File: src/rtl/mod_n_t_ff_counter_pkg.sv
// Shared constants and helpers for the modulo-N T flip-flop counter.
package mod_n_t_ff_counter_pkg;

  localparam logic DIR_UP = 1'b1;
  localparam logic DIR_DN = 1'b0;

  // Ceiling log2, used to confirm MOD fits in WIDTH bits at elaboration.
  function automatic int unsigned clog2_f(input int unsigned value);
    int unsigned result;
    result = 0;
    for (int unsigned i = 0; i < 32; i++) begin
      if ((64'd1 << i) < 64'(value)) result = i + 1;
    end
    return result;
  endfunction

endpackage

File: src/rtl/mod_n_t_ff_counter_t_ff.sv
// Single T flip-flop with asynchronous active-high reset to 0.
module mod_n_t_ff_counter_t_ff (
  input  logic clk,
  input  logic rst,
  input  logic t,
  output logic q
);

  always_ff @(posedge clk or posedge rst) begin
    if (rst)    q <= 1'b0;
    else if (t) q <= ~q;
  end

endmodule

File: src/rtl/mod_n_t_ff_counter.sv
// Up/down modulo-MOD counter built from T flip-flops, with load, optional
// saturation, cascade terminal count and registered wrap/load-error pulses.
module mod_n_t_ff_counter
  import mod_n_t_ff_counter_pkg::*;
#(
  parameter int unsigned MOD      = 12,
  parameter int unsigned WIDTH    = 4,
  parameter bit          SATURATE = 1'b0
) (
  input  logic             clk,
  input  logic             rst,
  input  logic             in_en,
  input  logic             up_dn,
  input  logic             load,
  input  logic [WIDTH-1:0] load_val,
  output logic [WIDTH-1:0] count_out,
  output logic             tc,
  output logic             wrap,
  output logic             load_err
);

  if (MOD < 2 || clog2_f(MOD) > WIDTH) begin : g_bad_params
    $error("mod_n_t_ff_counter: MOD must be in 2..2**WIDTH");
  end

  localparam logic [WIDTH-1:0] MAX_CNT = WIDTH'(MOD - 1);
  localparam logic [WIDTH:0]   MOD_EXT = (WIDTH + 1)'(MOD);

  logic [WIDTH-1:0] count_q;
  logic [WIDTH-1:0] next_count;
  logic [WIDTH-1:0] toggle;
  logic [WIDTH-1:0] term_val;
  logic             wrap_d;
  logic             load_err_d;

  assign term_val  = (up_dn == DIR_DN) ? '0 : MAX_CNT;
  assign tc        = in_en & ~load & (count_q == term_val);
  assign count_out = count_q;

  // Next-count selection; the flops only see the bits that must flip.
  always_comb begin
    next_count = count_q;
    wrap_d     = 1'b0;
    load_err_d = 1'b0;
    if (load) begin
      if ({1'b0, load_val} < MOD_EXT) begin
        next_count = load_val;
      end else begin
        next_count = '0;
        load_err_d = 1'b1;
      end
    end else if (in_en) begin
      if ({1'b0, count_q} >= MOD_EXT) begin
        next_count = '0;
      end else if (count_q == term_val) begin
        wrap_d = 1'b1;
        if (!SATURATE) next_count = (up_dn == DIR_UP) ? '0 : MAX_CNT;
      end else if (up_dn == DIR_UP) begin
        next_count = count_q + WIDTH'(1);
      end else begin
        next_count = count_q - WIDTH'(1);
      end
    end
    toggle = count_q ^ next_count;
  end

  for (genvar i = 0; i < WIDTH; i++) begin : g_bit
    mod_n_t_ff_counter_t_ff u_t_ff (
      .clk (clk),
      .rst (rst),
      .t   (toggle[i]),
      .q   (count_q[i])
    );
  end

  always_ff @(posedge clk or posedge rst) begin
    if (rst) begin
      wrap     <= 1'b0;
      load_err <= 1'b0;
    end else begin
      wrap     <= wrap_d;
      load_err <= load_err_d;
    end
  end

endmodule

File: config.mk
export PLATFORM = sky130hd
export DESIGN_NAME = mod_n_t_ff_counter
export DESIGN_NICKNAME = d
export VERILOG_FILES = /design/src/rtl/mod_n_t_ff_counter_pkg.sv /design/src/rtl/mod_n_t_ff_counter_t_ff.sv /design/src/rtl/mod_n_t_ff_counter.sv
export SDC_FILE = /design/constraint.sdc
export NUM_CORES = 1
export LEC_CHECK = 0
export CAP_MARGIN = 20
export CORE_AREA = 2 2 39 41
export DETAILED_ROUTE_END_ITERATION = 6
export DIE_AREA = 0 0 41 43
export HOLD_SLACK_MARGIN = 0.03
export PLACE_DENSITY = 0.67
export SLEW_MARGIN = 20
export SYNTH_ARGS = -nofsm -noshare
export SYNTH_HDL_FRONTEND = slang
export SYNTH_SLANG_ARGS = --single-unit
File: constraint.sdc
create_clock -name clk -period 1.5 [get_ports clk]
set_input_delay 0.15 -clock clk [delete_from_list [all_inputs] [get_ports clk]]
set_output_delay 0.15 -clock clk [all_outputs]
set_load 0.01 [all_outputs]
==> flow_summary.yaml, run 1 <==
clock_network:
  clk_pin_slew_ns: 0.05
  cts.sinks: 6
  clk_path_buf_depth: 2
  cts_buffers: 3
  htreeDepth: 1
  root_buffer: "clkbuf_4"
  worstSkewPairLatency_ns: 0.26
  cts_tree: "done"
  ctsHoldBuffers: 0
floorplanning:
  dieArea_sq_um: 1760
  die_h_microns: 43
  row_count: 14
  die_w_microns: 41
  io_pins: 16
  start_util_pct: 33.6
  coreArea_sq_um: 1380
worst_setup_path:
  startpoint: "g_bit[1].u_t_ff.q$_DFFE_PP0P_"
  crit_type: "flip-flop to output port"
  critical_path_required_ns: 1.35
  crit_path_end_kind: "output port"
  crit_path_start_kind: "flip-flop"
  regToRegStartpoint: "g_bit[1].u_t_ff.q$_DFFE_PP0P_"
  crit_fanout: 2
  arrival_ns: 1.41
drt:
  met1_length_microns: 505
  vias: 465
  firstDrtPassIters: 4
  drc: 0
  wirelength_microns: 1180
  dr_wl_met2_microns: 609
  drt_iter0_markers: 5
  ant_nets: 0
  vias_per_cell: 4.95
  wl_met3_microns: 46
  maxUsedRoutingLayer: "met4"
  wire_per_inst_microns: 12.6
logic_synthesis:
  netlist_top_cells_area: "dfrtp_1, buf_4, inv_1"
  synth-seq-cells: 6
  syn_nets: 65
  synth_area_leader_cell: "dfrtp_1"
  synth_top_area_share_pct: 32.3
  yosys_warnings: 0
  syn_area_per_cell_sq_um: 8.78
  synth_area_sq_um: 465
  yosysSeqAreaShare_pct: 32.3
  postSynthCellCount: 53
  synth.distinct_cells: 25
grt:
  grt_pass1_wl_microns: 1950
  first_global_vias: 436
  grt-ovfl-total: 0
  grt_max_degree: 12
  antenna_found_initial: 0
  gr-usage-all-layers_pct: 16.6
sta:
  worst_pin_slew_ns: 0.272
  finalMaxSlewViolations: 0
  hold_viol_final: 0
  whs_ns: 0.113
  fin_ws_ns: -0.0610
  setup_violations: 2
  rsz0062_at_grt: "yes"
  fin_tns_setup_ns: -0.0649
  finalCritPeriodShare_pct: 104
  max_clock_freq_ghz: 0.641
  maxSlewHeadroom_pct: 81.8
  finClkSkew_ns: 0.00807
  period_minus_slack_ns: 1.56
power_and_ir_drop:
  vdd_drop_max_mv: 0.373
  power.leakage_nw: 0.389
  power_density_nw_per_um2: 944
worst_hold_path:
  hp-class: "input port to asynchronous set/reset pin"
final_layout:
  drive_above_1_share_pct: 34.6
  fillers: 132
  area_growth_pct: 62.4
  multi_input_area_sq_um: 290
  layoutNonFillerInstCount: 94
  n_antenna_cell: 0
  post-route-util_pct: 54.6
  nets: 92
  seq_area_sq_um: 150
placed_design:
  dp_cells: 90
  place.gp.congestion: 0.790
  io_buffers: 15
  hpwl_microns: 931
run:
  drv_cap: 0
outcome:
  violations: "negative setup slack"
  status: "finished with violations"
==> routing by layer <==
layer,vias to the layer above,track usage [%]
met2,16,25.0
met3,2,3.14
met5,-,0
li1,232,-
met4,0,10.0
met1,215,20.9
==> state kept, by name, summed over array words and instances, names as in the netlist <==
register,count
g_bit.u_t_ff.q,4
load_err,1
wrap,1
==> report_power, final <==
group / total (W) / internal, W / switching [W]
sequential: 0.000208 / 0.000183 / 0.0000254
combinational: 0.000344 / 0.000198 / 0.000146
clock: 0.000161 / 0.0000913 / 0.0000693
==> area by class of cell <==
class / count / share of cell area, %
clock buffer: 3 / 2.98
inverter: 7 / 3.48
multi-input combinational: 35 / 38.4
sequential: 6 / 19.9
tap: 16 / 2.65
timing repair buffer: 27 / 32.6
==> worst max-delay path, stage by stage (launching register included) <==
cell and delay (ns):
dfrtp_1 0.42, ha_4 0.28, nor2b_4 0.13, o21ai_2 0.07
nor3_2 0.10, buf_2 0.15
==> path summary, 6_finish.rpt <==
path                            slack [ns]                       endpoint  depth (start not counted)
worst max-delay path                 -0.06                             tc                          5
min in group clk                      0.50  g_bit[2].u_t_ff.q$_DFFE_PP0P_                          3
worst min-delay path                  0.11  g_bit[1].u_t_ff.q$_DFFE_PP0P_                          2
max in group asynchronous             1.18  g_bit[0].u_t_ff.q$_DFFE_PP0P_                          2
worst min register to register        0.77  g_bit[3].u_t_ff.q$_DFFE_PP0P_                          3
worst max register to register           0  g_bit[2].u_t_ff.q$_DFFE_PP0P_                          7
==> cell usage in the layout, fill, tap and decap left out, drive strengths merged, types with 3 or more instances in the layout <==
cell | synthesis | final
and3 | 3 | 3
inv | 7 | 7
clkbuf | 1 | 3
a21oi | 5 | 5
clkdlybuf4s50 | 0 | 11
nor3 | 4 | 4
buf | 4 | 13
dlymetal6s2s | 0 | 3
dfrtp | 6 | 6
o21ai | 3 | 3
==> cells in the mapped netlist <==
library cell / count
a211oi_1: 1
a21bo_2: 1
a21o_1: 2
a21oi_1: 4
a21oi_2: 1
a221oi_2: 1
a31oi_1: 1
a41oi_1: 1
and3_1: 3
buf_4: 4
clkbuf_1: 1
dfrtp_1: 6
fa_1: 1
ha_1: 2
inv_1: 7
nand2_1: 1
nand2b_1: 1
nand3_1: 1
nor2_1: 2
nor2b_1: 2
nor3_1: 4
o21ai_0: 2
o21ai_2: 1
xnor2_1: 1
xor2_1: 2
==> through the flow <==
stage	instance area [sq um]	total power, W	setup slack (ns)
5_1_grt	756	0.000766	-0.103
2_1_floorplan	465	0.000381	0.0111
6_report	756	0.000713	-0.0610
3_5_place_dp	684	0.000513	-0.571
4_1_cts	733	0.000702	-0.129
3_3_place_gp	684	0.000509	-0.506
==> logic make-up (layout without fill, tap and decap cells) <==
group / count (synthesis) / after routing / share of synthesized area, %
flops: 6 / 6 / 32.3
compound gates: 15 / 15 / 23.7
simple gates: 14 / 14 / 15.9
fa+ha+maj: 3 / 3 / 9.68
buf+inv: 12 / 37 / 12.9
xor+xnor: 3 / 3 / 5.65
==> timing repair <==
action | in CTS | in global routing
endpoints found under the setup margin | 3 | 5
hold endpoints to repair | 0 | 0
gates cloned | 0 | 0
resized for setup | 11 | 5
setup buffers | 1 | 1
pin swaps | 4 | 5
Note: power is estimated with default switching activity, not from simulation.
==> inputs of run 2 (changes only) <==
--- a/config.mk
+++ b/config.mk
@@ -9,8 +9,8 @@
 export CORE_AREA = 2 2 39 41
 export DETAILED_ROUTE_END_ITERATION = 6
 export DIE_AREA = 0 0 41 43
+export DONT_BUFFER_PORTS = 1
 export HOLD_SLACK_MARGIN = 0.03
-export PLACE_DENSITY = 0.67
 export SLEW_MARGIN = 20
 export SYNTH_ARGS = -nofsm -noshare
 export SYNTH_HDL_FRONTEND = slang
==> run 2 against run 1 <==
Compared with the run above:
- the run still ends with negative setup slack left
- wire length down 12%
- global-route usage down 3.3 points
- utilization down 13 points
- worst setup slack better by 0.030 ns
- die area unchanged
- via count down 14%
- combinational power down 26%
- critical endpoint unchanged
- largest cell class unchanged
- highest routed layer is now met3
==> flow_summary.yaml, run 2 (synthesized netlist as in run 1, its figures left out) <==
outcome:
  status: "finished with violations"
  violations: "negative setup slack"
final_layout:
  multi_input_area_sq_um: 283
  drive_above_1_share_pct: 31.1
  largest_reg_flops: 4
  regMostFlops: "g_bit.u_t_ff.q"
  largest_registers: "g_bit.u_t_ff.q x4, load_err x1, wrap x1"
  layout_commonest_cell: "buf_4"
  seq_area_sq_um: 150
  finalInstanceArea_sq_um: 582
  mostFrequentLayoutCells: "buf_4, inv_1, dfrtp_1, a21oi_1"
  n_antenna_cell: 0
  fillers: 140
  nets: 75
  layoutNonFillerInstCount: 77
  area_growth_pct: 25.0
drt:
  firstDrtPassIters: 4
  vias: 401
  drt_iter0_markers: 4
  wirelength_microns: 1050
  wire_per_inst_microns: 13.6
  vias_per_cell: 5.21
  ant_nets: 0
  drc: 0
worst_setup_path:
  crit_path_start_kind: "flip-flop"
  path_cells: "ha_4 > nor2b_4 > o21ai_2 > nor3_2 > buf_4"
  crit_fanout: 3
  cpPeakStageDelay_ns: 0.41
  crit_type: "flip-flop to output port"
  critical_path_required_ns: 1.35
  cp_slowest_cell: "dfrtp_1"
  arrival_ns: 1.38
  path_delay_family: "flip-flops"
  crit_path_end_kind: "output port"
  critPathBufInv: 1
sta:
  finClkSkew_ns: 0.000235
  fin_ws_ns: -0.0310
  finalMaxSlewViolations: 0
  period_minus_slack_ns: 1.53
  finalCritPeriodShare_pct: 102
  maxSlewHeadroom_pct: 82.0
  setup_violations: 1
  hold_viol_final: 0
  max_clock_freq_ghz: 0.653
  worst_pin_slew_ns: 0.269
  rsz0062_at_grt: "yes"
clock_network:
  clk_pin_slew_ns: 0.04
  cts_buffers: 3
  clk_path_buf_depth: 2
  cts.sinks: 6
  root_buffer: "clkbuf_4"
  cts_tree: "done"
  worstSkewPairLatency_ns: 0.23
  htreeDepth: 1
power_and_ir_drop:
  combPwrFrac_pct: 42.2
  power.leakage_nw: 0.284
  internal_power_w: 0.000409
  p_switching_w: 0.000197
  switching_share_pct: 32.5
  power_frac_clock_pct: 22.8
  vdd_drop_max_mv: 0.269
  p_seq_share_pct: 34.9
  power_density_nw_per_um2: 1040
grt:
  gr-usage-all-layers_pct: 13.3
  first_global_vias: 382
  grt_max_degree: 12
  grt-ovfl-total: 0
  antenna_found_initial: 0
  grt_pass1_wl_microns: 1610
floorplanning:
  die_w_microns: 41
  start_util_pct: 33.6
  dieArea_sq_um: 1760
  coreArea_sq_um: 1380
  row_count: 14
  io_pins: 16
  die_h_microns: 43
placed_design:
  place.gp.congestion: 0.693
  place_area_sq_um: 489
  hpwl_microns: 797
  io_buffers: 0
  dp_cells: 69
run:
  drv_cap: 0
worst_hold_path:
  hp-class: "input port to flip-flop"
-- run 2: final timing paths --
check,endpoint,depth (start not counted),from,slack [ns]
setup / recovery,tc,5,g_bit[1].u_t_ff.q$_DFFE_PP0P_,-0.03
hold / removal,g_bit[2].u_t_ff.q$_DFFE_PP0P_,2,load_val[2],0.07
setup reg to reg,g_bit[2].u_t_ff.q$_DFFE_PP0P_,6,g_bit[1].u_t_ff.q$_DFFE_PP0P_,0.05
hold reg to reg,wrap$_DFF_PP0_,4,g_bit[2].u_t_ff.q$_DFFE_PP0P_,0.80
max in group asynchronous,g_bit[1].u_t_ff.q$_DFFE_PP0P_,2,rst,1.05
min in group asynchronous,wrap$_DFF_PP0_,2,rst,0.27
-- run 2: layer usage --
metal	vias to the layer above	GRT usage, %	wire (microns)
met4	0	6.00	0
met5	-	0	0
met2	14	21.9	554
li1	199	-	-
met1	188	15.1	423
met3	0	3.66	68
-- run 2: power by group through the flow --
stage	clock [W]	combinational [W]	sequential, W
finish	0.000138	0.000256	0.000212
global route	0.000150	0.000286	0.000214
CTS	0.000146	0.000250	0.000212
detailed placement	0	0.000214	0.000208
global placement	0	0.000211	0.000210
floorplan	0	0.000171	0.000210
-- run 2: worst register-to-register path: stages, from the launching register on --
cell      delay (ns)
dfrtp_1         0.40
inv_1           0.08
fa_2            0.34
xor2_1          0.14
nor2_1          0.08
a221oi_2        0.23
a21oi_1         0.07
-- run 2: area by class of cell --
type                    instances  area share [%]
flip-flops and latches          6            25.8
repair buffers                 10            13.8
multi-input cells              35            48.6
inverters                       7            4.52
well taps                      16            3.44
clock buffers                   3            3.87
-- run 2: what timing repair did --
action | in CTS | in global routing
hold endpoints to repair | 8 | 0
hold buffers | 2 | 0
endpoints found under the setup margin | 1 | 3
setup buffers | 2 | 1
pin swaps | 2 | 2
gates resized for setup | 5 | 0
-- run 2: per-stage QoR --
stage / hold WS (ns) / setup WS (ns) / setup TNS (ns) / power, W / util (%)
finish: 0.0745 / -0.0310 / -0.0310 / 0.000606 / 42.0
global route: 0.0884 / -0.104 / -0.184 / 0.000650 / 42.0
CTS: 0.0666 / -0.0515 / -0.0515 / 0.000607 / 41.5
detailed placement: -0.0332 / 0.0165 / 0 / 0.000423 / 35.4
global placement: -0.0399 / 0.0262 / 0 / 0.000421 / 35.4
floorplan: -0.0590 / 0.0111 / 0 / 0.000381 / -
==> inputs of run 3 (changes only) <==
--- a/config.mk
+++ b/config.mk
@@ -5,13 +5,13 @@
 export SDC_FILE = /design/constraint.sdc
 export NUM_CORES = 1
 export LEC_CHECK = 0
-export CAP_MARGIN = 20
+export CAP_MARGIN = 10
 export CORE_AREA = 2 2 39 41
 export DETAILED_ROUTE_END_ITERATION = 6
 export DIE_AREA = 0 0 41 43
 export DONT_BUFFER_PORTS = 1
 export HOLD_SLACK_MARGIN = 0.03
-export SLEW_MARGIN = 20
+export SLEW_MARGIN = 30
 export SYNTH_ARGS = -nofsm -noshare
 export SYNTH_HDL_FRONTEND = slang
 export SYNTH_SLANG_ARGS = --single-unit
==> results of run 3 <==
Final layout, timing and power as in run 2 (identical DEF).
